### src/rtl/barrel_shift_pipe_if.sv
// barrel_shift_pipe_if: request/result valid-ready bundle for barrel_shift_pipe.
interface barrel_shift_pipe_if #(parameter int WIDTH = 16, parameter int SHW = 4);
  logic             in_valid;
  logic             in_ready;
  logic [WIDTH-1:0] in_data;
  logic [SHW-1:0]   in_amt;
  logic [1:0]       in_op;
  logic             out_valid;
  logic             out_ready;
  logic [WIDTH-1:0] out_data;
  logic             out_carry;
  logic             out_zero;
  modport master (output in_valid, in_data, in_amt, in_op, out_ready,
                  input in_ready, out_valid, out_data, out_carry, out_zero);
  modport slave (input in_valid, in_data, in_amt, in_op, out_ready,
                 output in_ready, out_valid, out_data, out_carry, out_zero);
endinterface

### src/rtl/barrel_shift_pipe.sv
// barrel_shift_pipe: 2-stage valid/ready pipe around a SLL/SRL/SRA/ROR barrel shifter with carry/zero flags.
module barrel_shift_pipe #(
  parameter int WIDTH = 16,
  parameter int SHW   = 4
) (
  input logic              clk,
  input logic              rst_n,
  barrel_shift_pipe_if.slave bus
);
  logic             s1_valid_q;
  logic [WIDTH-1:0] s1_data_q;
  logic [SHW-1:0]   s1_amt_q;
  logic [1:0]       s1_op_q;
  logic             out_valid_q;
  logic [WIDTH-1:0] out_data_q;
  logic             out_carry_q;
  logic             out_zero_q;
  logic             adv;
  logic [WIDTH-1:0] res_d;
  logic [WIDTH-1:0] ct;
  logic             carry_d;
  // WIDTH:1 mux with reversed select: s=0 picks a[WIDTH-1], so index is ~s.
  function automatic logic pick(input logic [WIDTH-1:0] a, input logic [SHW-1:0] s);
    logic [SHW-1:0] r;
    r = ~s;
    return a[r];
  endfunction
  assign adv = ~out_valid_q | bus.out_ready;
  for (genvar i = 0; i < WIDTH; i++) begin : g_bit
    logic [WIDTH-1:0] t;
    for (genvar k = 0; k < WIDTH; k++) begin : g_tap
      localparam int L = (i >= k) ? i - k : 0;
      localparam int R = (i + k < WIDTH) ? i + k : WIDTH - 1;
      assign t[WIDTH-1-k] = s1_op_q == 2'b00 ? ((i >= k) ? s1_data_q[L] : 1'b0)
                          : s1_op_q == 2'b01 ? ((i + k < WIDTH) ? s1_data_q[R] : 1'b0)
                          : s1_op_q == 2'b10 ? s1_data_q[R]
                          : s1_data_q[(i + k) % WIDTH];
    end
    assign res_d[i] = pick(t, s1_amt_q);
  end
  for (genvar k = 0; k < WIDTH; k++) begin : g_ct
    localparam int CL = (k > 0) ? WIDTH - k : 0;
    localparam int CR = (k > 0) ? k - 1 : 0;
    assign ct[WIDTH-1-k] = (k > 0) && (s1_op_q == 2'b00 ? s1_data_q[CL] : s1_data_q[CR]);
  end
  assign carry_d = s1_op_q == 2'b11 ? (|s1_amt_q) & res_d[WIDTH-1] : pick(ct, s1_amt_q);
  always_ff @(posedge clk or negedge rst_n) begin
    if (!rst_n) begin
      s1_valid_q  <= 1'b0;
      s1_data_q   <= '0;
      s1_amt_q    <= '0;
      s1_op_q     <= '0;
      out_valid_q <= 1'b0;
      out_data_q  <= '0;
      out_carry_q <= 1'b0;
      out_zero_q  <= 1'b0;
    end else if (adv) begin
      s1_valid_q  <= bus.in_valid;
      if (bus.in_valid) begin
        s1_data_q <= bus.in_data;
        s1_amt_q  <= bus.in_amt;
        s1_op_q   <= bus.in_op;
      end
      out_valid_q <= s1_valid_q;
      if (s1_valid_q) begin
        out_data_q  <= res_d;
        out_carry_q <= carry_d;
        out_zero_q  <= ~|res_d;
      end
    end
  end
  assign bus.in_ready  = adv;
  assign bus.out_valid = out_valid_q;
  assign bus.out_data  = out_data_q;
  assign bus.out_carry = out_carry_q;
  assign bus.out_zero  = out_zero_q;
endmodule

### src/flat_wrapper.sv
// flat-port wrapper written by rule: the top's interface ports become plain ports
module barrel_shift_pipe_flat 
#(
  parameter int WIDTH = 16,
  parameter int SHW   = 4
)
  (clk, rst_n, bus_in_valid, bus_in_data, bus_in_amt, bus_in_op, bus_out_ready, bus_in_ready, bus_out_valid, bus_out_data, bus_out_carry, bus_out_zero);
  barrel_shift_pipe_if #(.WIDTH(WIDTH), .SHW(SHW)) bus_i ();
  input logic clk;
  input logic rst_n;
  input wire logic [$bits(bus_i.in_valid)-1:0] bus_in_valid;
  input wire logic [$bits(bus_i.in_data)-1:0] bus_in_data;
  input wire logic [$bits(bus_i.in_amt)-1:0] bus_in_amt;
  input wire logic [$bits(bus_i.in_op)-1:0] bus_in_op;
  input wire logic [$bits(bus_i.out_ready)-1:0] bus_out_ready;
  output wire logic [$bits(bus_i.in_ready)-1:0] bus_in_ready;
  output wire logic [$bits(bus_i.out_valid)-1:0] bus_out_valid;
  output wire logic [$bits(bus_i.out_data)-1:0] bus_out_data;
  output wire logic [$bits(bus_i.out_carry)-1:0] bus_out_carry;
  output wire logic [$bits(bus_i.out_zero)-1:0] bus_out_zero;
  assign bus_i.in_valid = bus_in_valid;
  assign bus_i.in_data = bus_in_data;
  assign bus_i.in_amt = bus_in_amt;
  assign bus_i.in_op = bus_in_op;
  assign bus_i.out_ready = bus_out_ready;
  assign bus_in_ready = bus_i.in_ready;
  assign bus_out_valid = bus_i.out_valid;
  assign bus_out_data = bus_i.out_data;
  assign bus_out_carry = bus_i.out_carry;
  assign bus_out_zero = bus_i.out_zero;
  barrel_shift_pipe #(.WIDTH(WIDTH), .SHW(SHW)) u_core (.clk(clk), .rst_n(rst_n), .bus(bus_i));
endmodule
### config.mk
export PLATFORM = sky130hd
export DESIGN_NAME = barrel_shift_pipe_flat
export DESIGN_NICKNAME = d
export VERILOG_FILES = /design/src/rtl/barrel_shift_pipe_if.sv /design/src/rtl/barrel_shift_pipe.sv /design/src/flat_wrapper.sv
export SDC_FILE = /design/constraint.sdc
export NUM_CORES = 1
export LEC_CHECK = 0
export CORE_MARGIN = 5
export CORE_UTILIZATION = 51
export DETAILED_ROUTE_END_ITERATION = 7
export DONT_BUFFER_PORTS = 1
export GPL_TIMING_DRIVEN = 0
export PLACE_DENSITY = 0.69
export SLEW_MARGIN = 20
export SYNTH_ARGS = -nofsm -noshare
export SYNTH_HDL_FRONTEND = slang
export SYNTH_SLANG_ARGS = --single-unit
### constraint.sdc
create_clock -name clk -period 2.1 [get_ports clk]
set_input_delay 0.42 -clock clk [delete_from_list [all_inputs] [get_ports clk]]
set_output_delay 0.42 -clock clk [all_outputs]
set_load 0.03 [all_outputs]
* After elaboration in Yosys (flattened, before gate mapping)
Index checks and enable logic that the tools add are counted.
** Word-level totals
- Memory bits (read-only) :: 0
- Word-level logic and storage cells :: 251
- Output and inout port bits :: 20
- Bits of input ports :: 26
- Flip-flop bits (word level) :: 42
- Memories kept :: 0
- Memory bits (writable) :: 0
- Bits in latches :: 0
** Operators by class
- Equality and inequality tests :: 3
- $add $sub $neg :: 0
- Multiplexer cells :: 229
- Multiply operators :: 0
- Divide/modulo/power cells :: 0
- Reduce and logical (&&, ||, !) cells :: 6
- Bitwise gates (word level) :: 4
- Shifts and indexed selects :: 0
- $lt $le $gt $ge :: 1
** Operators by type and width (number)
- 2-to-1 mux 1 bit :: 212
- binary-select mux 1 bit (select 4 bit) :: 17
- OR reduction 16 bit :: 1
- < comparator 4 x 5 -> 1 bit (second input constant) :: 1
- == test 2 bit (second input constant) :: 2
- NOT 4 bit :: 1
- AND reduction 2 bit :: 2
- OR reduction 4 bit :: 1
- == test 2 x 1 -> 1 bit (second input constant) :: 1
- zero test 2 bit :: 1
- AND 1 bit :: 1
- zero test 1 bit :: 1
- NOT 1 bit :: 1
- bitwise OR 1 bit :: 1

* Longest topological paths before layout
- Depth in word-level cells :: 8
- Depth in mapped cells :: 12
- Mapped depth without buffers :: 8

* Worst setup path before layout
Ideal clock, no wire load.
- Path kind :: register -> register
- From :: reg u_core.out_valid_q, in the netlist u_core.bus.out_valid
- To :: reg u_core.out_zero_q, in the netlist u_core.bus.out_zero
- Slack :: -0.248 ns
- Buffers on the path :: 1
- Clock period less this slack :: 2.348 ns
- Setup time :: 0.095 ns
- Required time :: 2.005 ns
- Stages on the path, launching flop included :: 10
- Arrival time :: 2.253 ns
- Cell sequence :: dfrtp_1 -> nand2b_1 -> and2_1 -> clkbuf_1 -> o311a_1 -> a21boi_1 -> o32ai_1 -> nor4_1 -> nand4_1 -> o31ai_1
** Between the ends
- Longest elaborated chain between the ends :: 3
** RTL lines
- start, declared :: line barrel_shift_pipe.sv:14 : logic out_valid_q;
- start signal, assigned :: line barrel_shift_pipe.sv:64 : out_valid_q <= s1_valid_q;
- NOT 1 bit :: line barrel_shift_pipe.sv:28 : assign adv = ~out_valid_q | bus.out_ready;
- bitwise OR 1 bit :: line barrel_shift_pipe.sv:28
- via bus_in_ready :: line flat_wrapper.sv:16 : output wire logic [$bits(bus_i.in_ready)-1:0] bus_in_ready;
- AND reduction 2 bit (no source line)
- end signal, assigned :: line barrel_shift_pipe.sv:68 : out_zero_q <= ~|res_d;
- end, declared :: line barrel_shift_pipe.sv:17 : logic out_zero_q;
The timed path passes the listed nets, and every way through them passes these cells.
A chain may end at the register's enable or synchronous reset.

* Worst setup path after layout
- From :: reg u_core.s1_amt_q[1]
- To :: reg u_core.out_zero_q, in the netlist u_core.bus.out_zero
** Between the ends
- Longest elaborated chain between the ends :: 5
- Elaborated cells on any way between the ends :: 35
- Classes of those cells :: 32 x mux; 1 x bitwise; 2 x reduce/logical
** RTL lines
- start, declared :: line barrel_shift_pipe.sv:12 : logic [SHW-1:0] s1_amt_q;
- start signal, assigned :: line barrel_shift_pipe.sv:61 : s1_amt_q <= bus.in_amt;
- NOT 4 bit * :: line barrel_shift_pipe.sv:25 : r = ~s;
- binary-select mux 1 bit (select 4 bit) :: line barrel_shift_pipe.sv:26 : return a[r];
- 2-to-1 mux 1 bit (implied by the code) :: line barrel_shift_pipe.sv:26
- OR reduction 16 bit * :: line barrel_shift_pipe.sv:68
- zero test 1 bit * :: line barrel_shift_pipe.sv:68
Mark *: on every way between the ends. The rest lies on a longest branch, timed or not. The select of a mux whose other input is x is not followed.

==> flow_summary.json <==
{
  "layout.nets": 581,
  "first_pass_iters": 7,
  "max-vdd-ir-drop_v": 0.000621,
  "ys_seq_area_share_pct": 26.0,
  "clk-insertion-delay-late_ps": 310,
  "area_growth_pct": 26.3,
  "worstSetupEndpointType": "flop",
  "fin_area_um2": 5110,
  "crit_arrival_ps": 2710,
  "crit_type": "flop to flop",
  "powerDensity_nw_per_um2": 1100,
  "fill_cells": 638,
  "die_h_um": 99.0,
  "setup_violations": 10,
  "slew_headroom_pct": 63.8,
  "grt_pass1_vias": 4767,
  "place_area_um2": 4180,
  "cts_root_buffer": "clkbuf_8",
  "hold_path_class": "input port to flop",
  "syn_area_um2": 4040,
  "leakage_nw": 2.02,
  "synth-edff-count": 0,
  "synthTopCellsByArea": "dfrtp_1 (26%), nand2_1 (9.5%), mux2_2 (8.9%)",
  "multiInputGateArea_um2": 3070,
  "status": "finished with violations",
  "finClkSkew_ps": 5.76,
  "hold_viol_final": 0,
  "clock.fmax_mhz": 401,
  "rrSetupSlack_ps": -390,
  "overflow": 0,
  "ys_seq_elements": 42,
  "dp_hpwl_um": 12200,
  "worstPathMaxFanout": 3,
  "rr_startpoint": "u_core.s1_amt_q[1]$_DFFE_PN0P_",
  "hp-start": "bus_in_data[11]",
  "antenna_left": 0,
  "syn_inst": 531,
  "rr_worst_depth": 9,
  "dp.cells": 633,
  "rsz0062_at_grt": "yes",
  "finalNonFillerCells": 658,
  "fin_crit_sh_pct": 119,
  "cts_buffers": 5,
  "drive_gt1_share_pct": 36.2,
  "clock_sinks": 42,
  "post_drt_wl_per_cell_um": 27.1,
  "required_ps": 2320,
  "drt_wl_total_um": 17800,
  "cts_tree": "built",
  "drt_iter0_markers": 902,
  "async_flop_share_pct": 100,
  "min_to": "u_core.s1_data_q[11]$_DFFE_PN0P_",
  "synth.most_common_cell": "nand2_1",
  "gp_congestion": 1.08,
  "row_count": 32,
  "synth.largest_area_cell": "dfrtp_1",
  "violations": "negative setup slack",
  "h-tree-depth": 2,
  "grt_max_degree": 43,
  "grt_pass1_wl_um": 27400,
  "finalCriticalPeriod_ps": 2490,
  "yosys_warnings": 0,
  "seq_area_um2": 1060,
  "synth_area_per_cell_um2": 7.62,
  "whs_path_depth": 1,
  "portBuffers": 0,
  "maxCapViolations": 0,
  "die_area_um2": 9810,
  "num_vias": 4999,
  "synth_commonest_cells": "nand2_1 (102), dfrtp_1 (42), o21ai_0 (40), mux2_2 (32), a21oi_1 (31)",
  "clk_path_buf_depth": 2,
  "synth_ff_type": "dfrtp_1",
  "yosys.area.top_type_share_pct": 26.0,
  "maxSlewViolCount": 0,
  "syn_nets": 557,
  "clk_pin_slew_ps": 90,
  "r2r_end": "u_core.bus.out_zero$_DFFE_PN0P_",
  "core-area_um2": 7730,
  "n_antenna_cell": 0,
  "antenna_found_initial": 0,
  "routed_via_density": 7.60,
  "grt.total_usage_pct": 35.9,
  "start_util_pct": 52.3,
  "cp-start-kind": "flop",
  "netlist-cell-type-count": 62,
  "setup_ws_ps": -393,
  "post-route-drc-count": 0,
  "die_x_um": 99.0,
  "tightest_slew_ps": 540,
  "ios": 46
}
[cell type report]
| type | count | share of cell area (%) |
|---|---|---|
| tap | 102 | 2.50 |
| sequential | 42 | 20.8 |
| clock buffer | 5 | 1.35 |
| buffer | 48 | 8.21 |
| inverter | 9 | 0.784 |
| multi-input combinational | 420 | 60.2 |
| clock inverter | 3 | 0.857 |
| timing repair buffer | 29 | 5.29 |
[worst max-delay path, cell delays in order, from the launching register on]
cell and delay (ps):
dfrtp_2 450, buf_12 140, mux2_4 310, mux2i_4 140, a21o_2 160, o2111ai_1 110, a311o_1 450, nor4_4 310
nand4_1 120, o31ai_1 210
[per-layer routing]
layer / global-route usage, % / vias up / routed length (um)
met2: 54.8 / 532 / 7510
met1: 44.5 / 2292 / 6270
li1: - / 2001 / -
met4: 21.0 / 0 / 1390
met3: 11.2 / 174 / 2640
met5: 0 / - / 0
[stage by stage]
stage                     utilization [%]  setup TNS (ps)  total power [W]  hold WS (ps)  setup WS [ps]
after floorplan                         -               0          0.00330           124           2.30
after global placement               54.1           -6350          0.00406           125           -865
after detailed placement             54.1           -5440          0.00407           125           -782
after CTS                            60.8            -406          0.00511           256           -379
after global routing                 66.1           -1650          0.00584           248           -439
final                                66.1            -855          0.00564           257           -393
[sequential cells by signal, summed over array words and instances, names as in the netlist]
name and flops:
u_core.bus.out_valid 1, u_core.bus.out_data 16, u_core.s1_valid_q 1, u_core.bus.out_zero 1, u_core.s1_op_q 2, u_core.bus.out_carry 1
u_core.s1_amt_q 4, u_core.s1_data_q 16
[how the worst max path moves through the flow]
stage                                     start                         endpoint
3_3_place_gp      u_core.s1_op_q[1]$_DFFE_PN0P_  u_core.bus.out_zero$_DFFE_PN0P_
5_1_grt          u_core.s1_amt_q[1]$_DFFE_PN0P_  u_core.bus.out_zero$_DFFE_PN0P_
2_1_floorplan  u_core.s1_data_q[10]$_DFFE_PN0P_  u_core.bus.out_zero$_DFFE_PN0P_
4_1_cts          u_core.s1_amt_q[1]$_DFFE_PN0P_  u_core.bus.out_zero$_DFFE_PN0P_
3_5_place_dp      u_core.s1_op_q[1]$_DFFE_PN0P_  u_core.bus.out_zero$_DFFE_PN0P_
6_report         u_core.s1_amt_q[1]$_DFFE_PN0P_  u_core.bus.out_zero$_DFFE_PN0P_
[kinds of logic after synthesis]
| kind of cell | after synthesis | share of synthesized area (%) |
|---|---|---|
| compound gates | 168 | 27.8 |
| simple gates | 194 | 21.4 |
| buf+inv | 69 | 8.57 |
| flops | 42 | 26.0 |
| mux | 58 | 16.2 |
[power by group]
group,internal (W),total (W),switching [W]
Combinational,0.00133,0.00330,0.00197
Clock,0.000357,0.000683,0.000326
Sequential,0.00104,0.00166,0.000619
[what timing repair did]
| item | CTS | global route |
|---|---|---|
| buffers inserted | 15 | 12 |
| hold buffers | 2 | 0 |
| hold endpoints to repair | 42 | 0 |
| cloned | 0 | 0 |
| gates resized for setup | 95 | 69 |
| endpoints found under the setup margin | 22 | 18 |
| pin swaps | 16 | 19 |
[layout by cell type, fill, tap and decap left out, types with 8 or more instances in the layout]
master / n
buf_6: 13
buf_4: 33
clkbuf_2: 8
a21oi_1: 25
mux2_2: 31
dfrtp_2: 10
nand2_1: 100
mux2i_1: 11
a311oi_2: 8
nand3_1: 13
o211ai_1: 10
dfrtp_1: 32
o21ai_0: 32
nor2_1: 23
o21ai_1: 9
(Power assumes the default switching activity.)
